--- config.mk ---
export PLATFORM = sky130hd
export DESIGN_NAME = fifo_n
export DESIGN_NICKNAME = d
export VERILOG_FILES = /design/src/rtl/fifo_n.sv
export SDC_FILE = /design/constraint.sdc
export NUM_CORES = 2
export LEC_CHECK = 0
export BUFFER_PORTS_ARGS = -buffer_cell sky130_fd_sc_hd__buf_2
export CAP_MARGIN = 20
export CORE_AREA = 2 2 597 599
export DETAILED_ROUTE_END_ITERATION = 7
export DIE_AREA = 0 0 599 601
export PLACE_DENSITY = 0.56
export SYNTH_ARGS = -nofsm -noshare
export SYNTH_HDL_FRONTEND = slang
export SYNTH_SLANG_ARGS = --single-unit
--- constraint.sdc ---
create_clock -name CLK -period 72.9 [get_ports CLK]
set_input_delay 10.935 -clock CLK [delete_from_list [all_inputs] [get_ports CLK]]
set_output_delay 10.935 -clock CLK [all_outputs]
set_load 0.05 [all_outputs]
--- src/rtl/fifo_n.sv ---
// fifo_n: parametrised DEPTH x WIDTH FIFO with guarded enq/deq/first methods and an occupancy count.
// Define FIFO_N_PIPELINE_EN to let an enqueue land in the slot vacated by a same-cycle dequeue when full.
module fifo_n #(
    parameter int WIDTH = 768,
    parameter int DEPTH = 4,
    parameter int CW    = $clog2(DEPTH + 1)
) (
    input  logic             CLK,
    input  logic             RST,
    input  logic             in_enq__ENA,
    input  logic [WIDTH-1:0] in_enq_v,
    output logic             in_enq__RDY,
    input  logic             out_deq__ENA,
    output logic             out_deq__RDY,
    output logic [WIDTH-1:0] out_first,
    output logic             out_first__RDY,
    output logic [CW-1:0]    count
);
    localparam int PW = $clog2(DEPTH);

    // Valid/ready: a method takes effect on a rising edge only when its __ENA and __RDY are both high
    // at that edge; __RDY never depends on the same method's __ENA.
    logic [WIDTH-1:0] mem [DEPTH];
    logic [PW-1:0]    head;
    logic [PW-1:0]    tail;
    logic [CW-1:0]    cnt;
    logic             full;
    logic             empty;
    logic             enq_fire;
    logic             deq_fire;
    logic [PW-1:0]    head_next;
    logic [PW-1:0]    tail_next;

    assign full  = (cnt == CW'(DEPTH));
    assign empty = (cnt == '0);

`ifdef FIFO_N_PIPELINE_EN
    // When full, a dequeue this cycle frees the head slot for the incoming word.
    assign in_enq__RDY = !full | out_deq__ENA;
`else
    assign in_enq__RDY = !full;
`endif

    assign out_deq__RDY   = !empty;
    assign out_first__RDY = !empty;
    assign out_first      = mem[head];
    assign count          = cnt;

    assign enq_fire = in_enq__ENA & in_enq__RDY;
    assign deq_fire = out_deq__ENA & out_deq__RDY;

    // Explicit wrap compare keeps non-power-of-two depths correct.
    assign head_next = (head == PW'(DEPTH - 1)) ? '0 : head + PW'(1);
    assign tail_next = (tail == PW'(DEPTH - 1)) ? '0 : tail + PW'(1);

    always_ff @(posedge CLK or posedge RST) begin
        if (RST) begin
            head <= '0;
            tail <= '0;
            cnt  <= '0;
        end else begin
            if (enq_fire) tail <= tail_next;
            if (deq_fire) head <= head_next;
            if (enq_fire && !deq_fire) begin
                cnt <= cnt + CW'(1);
            end else if (deq_fire && !enq_fire) begin
                cnt <= cnt - CW'(1);
            end
        end
    end

    // Payload storage is not reset; it is only observable through out_first once count is nonzero.
    always_ff @(posedge CLK) begin
        if (enq_fire && !RST) begin
            mem[tail] <= in_enq_v;
        end
    end
endmodule

==> summary.md <==
| Metric | Value |
|---|---|
| H-tree depth | `5` |
| Die width | `599 um` |
| Cell Count, Final, Fillers Out | `approximately 11000` |
| CP most frequent cell | `buf_4` |
| R2R Setup Slk | `66.74 ns` |
| I/O Buffers | `approximately 1500` |
| First-pass GRT wire length | `431100 um` |
| Max-slew violations | `0` |
| Final setup TNS | `0 ns` |
| # fillers | `approximately 32000` |
| Vias per inst | `4.825` |
| Final worst-path cycle share | `around 25%` |
| Layout cells sized above 1 | `46.65%` |
| Mapped Avg Cell Area | `between 20 and 30 um^2` |
| Final WS setup | `54.45 ns` |
| Count leader, synth | `edfxtp_1` |
| Post-synth net total | `~4800` |
| Post-synthesis mux area share | `15.62%` |
| Clk buf depth | `4` |
| CP Cell Sequence | `buf_4, buf_4, buf_4, buf_4, buf_4, buf_4, mux4_2, buf_2` |
| Core area | `0.3540 mm^2` |
| CP Data Required Time | `about 62 ns` |
| Final setup viols | `0` |
| Total track usage | `16.99%` |
| Power density cells | `between 40 and 50 mW/mm^2` |
| 1st-iter DRT viols | `around 4300` |
| Seq cells post-synth | `between 3000 and 4000` |
| Max Cap Viol | `0` |
| Crit path DAT | `7.52 ns` |
| Io pins | `1546` |
| Antenna violations before repair | `approximately 280` |
| Post-Place Worst Slack | `54.94 ns` |
| Rel. slew slack | `about a quarter` |
| Simple-gate share of the synthesized area | `0.05743%` |
| Largest family of logic cells by synthesized area | `multiplexers` |
| Worst path depth | `8` |
| Via count | `roughly 53000` |
| CP peak stage delay | `approximately 0.93 ns` |
| Die area | `about 0.36 mm^2` |
| Top post-synthesis cells by count | `edfxtp_1 (3072), mux4_2 (768), buf_2 (86)` |
| Post-synthesis adder-cell area fraction | `0.08557%` |
| Synth Instances | `4051` |
| Minimum clock period | `~18 ns` |
| Skew final | `0.08557 ns` |
| TritonCTS clock tree | `built` |
| Clk Latency, worst-skew pair | `a little over 0.9 ns` |
| Largest cells by area after synthesis | `edfxtp_1 (83%), mux4_2 (16%), buf_2 (0.39%), buf_6 (0.34%), buf_4 (0.23%)` |
| Hold Path Class | `register to register` |
| RSZ-0062 raised after global routing | `false` |
| Post-route ant nets | `0` |
| Pin count of the biggest net entering global routing | `between 100 and 150` |
| CTS buffer count | `between 300 and 400` |
| Area delta synth->final | `21.50%` |
| CP max FO | `between 40 and 50` |
| Drt total wl | `around 320000 um` |
| Synth async-reset ratio | `less than 1%` |
| Post-synthesis cell area | `around 0.11 mm^2` |
| Post-layout nets | `between 6000 and 7000` |
| Worst-margin pin slew | `1.104 ns` |
| R2R depth | `9` |
| Worst Setup EP | `out_first[520]` |
| Post-CTS Hold Fix Bufs | `0` |
| Synth cell types | `19` |
| EDFF count, synth | `approximately 3100` |
| Buf/Inv on CP | `7` |
| Wire length per cell | `28.84 um` |
| Initial Utilization | `between 30% and 40%` |
| Area leader, netlist | `edfxtp_1` |
| YS warnings | `0` |
| Standard-cell rows | `219` |
| Area share of the largest cell type after synthesis | `83.02%` |
| FF-to-FF End | `mem[3][534]` |
| Synth Flop Type | `edfxtp_1` |
| Remaining routing DRC violations | `0` |
| Max rail drop VDD | `46.17 uV` |
| Status | `completed` |
| RePlAce Congestion | `0.8335` |
| Die H | `between 600 and 700 um` |
| Initial DRT Pass Iterations | `7` |
| GR Overflow Total | `0` |
| Post-CTS sizing | `0` |
| CP endpoint kind | `output pin` |
| Final hold slack | `around 0.53 ns` |
| Synth Area in Compound Gates | `0%` |
| Register area share after synthesis | `83.17%` |
| Critical Setup Path Class | `register to output pin` |
| TritonCTS Sinks | `3079` |
| Final hold violation count | `0` |
| CP delay by family, top | `buffers and inverters` |
| Worst r2r src | `count[1]` |
| CP Launch Type | `register` |
| Critical path startpoint | `head[0]` |
| CTS root buf | `clkbuf_16` |
| Vias in the first global route | `approximately 54000` |
| Critical-path top delay cell | `dfrtp_4` |
| Clk slew on worst S/H paths | `roughly 0.060 ns` |
| Postcts setup bufs | `0` |
| XOR/XNOR Fraction of Synth Area | `less than 1%` |
| DP Wirelength | `about 220000 um` |
| FMAX | `between 50 and 60 MHz` |
| Dpl cells | `about 10000` |
| P_leak | `around 44 nW` |
[power breakdown]
part | leakage, nW | switching, W | total [W] | internal (W)
Sequential | 27.9 | 0.0000459 | 0.00220 | 0.00215
Clock | 5.02 | 0.000683 | 0.00160 | 0.000920
Combinational | 11.5 | 0.00167 | 0.00228 | 0.000609
Total | 44.5 | 0.00240 | 0.00608 | 0.00368
[sequential cells by signal, summed over array words and instances (netlist names)]
register	count
count	3
head	2
mem	3072
tail	2
[stage by stage]
stage | area, um^2 | util (%) | total power (W)
2_1_floorplan | 111100 | - | 0.004306
5_1_grt | 134900 | 38.10 | 0.006276
4_1_cts | 134800 | 38.08 | 0.006164
3_5_place_dp | 124400 | 35.15 | 0.004552
6_report | 135000 | 38.13 | 0.006076
3_3_place_gp | 124400 | 35.15 | 0.004542
[routing by layer]
layer / global-route usage [%] / wire [um] / up-vias
met5: 0 / 984 / -
met4: 7.546 / 16890 / 152
met3: 5.926 / 28470 / 874
met2: 29.11 / 158300 / 2170
met1: 19.03 / 110600 / 28070
li1: - / - / 21480
[placed cells by master, fill, tap and decap left out, drive strengths merged]
cell type,n
edfxtp,3072
buf,1628
mux4,768
clkbuf,425
clkinv,129
diode,83
bufinv,20
inv,17
dfrtp,7
ha,6
clkinvlp,6
mux2,5
nor3b,4
nor2,3
nand2,2
xor2,2
or3b,1
or3,1
xnor2,1
fa,1
[cell type report]
cell class | instances | area, um^2 | share of cell area (%)
sequential | 3079 | 92430 | 68.46
multi-input combinational | 794 | 17560 | 13.01
clock buffer | 425 | 8700 | 6.444
timing repair buffer | 1628 | 8481 | 6.282
tap | 4751 | 5944 | 4.403
clock inverter | 167 | 1667 | 1.234
antenna | 83 | 207.7 | 0.1538
inverter | 5 | 18.77 | 0.01390
[cell families after synthesis]
family,after synthesis
muxes,773
DFF,3079
and+or+nand+nor,11
buffers and inverters,178
adders and majority gates,7
xor gates and xnor gates,3
[how the worst min path moves through the flow]
stage / to / from / depth (start not counted) / slack, ns
floorplan: tail[1] / tail[1] / 1 / 0.53
CTS: count[2] / count[2] / 1 / 0.52
finish: count[2] / count[2] / 1 / 0.53
global route: count[2] / count[2] / 1 / 0.55
detailed placement: count[2] / count[2] / 1 / 0.50
global placement: count[2] / count[2] / 1 / 0.50
Power figures use the tool's default switching activity.
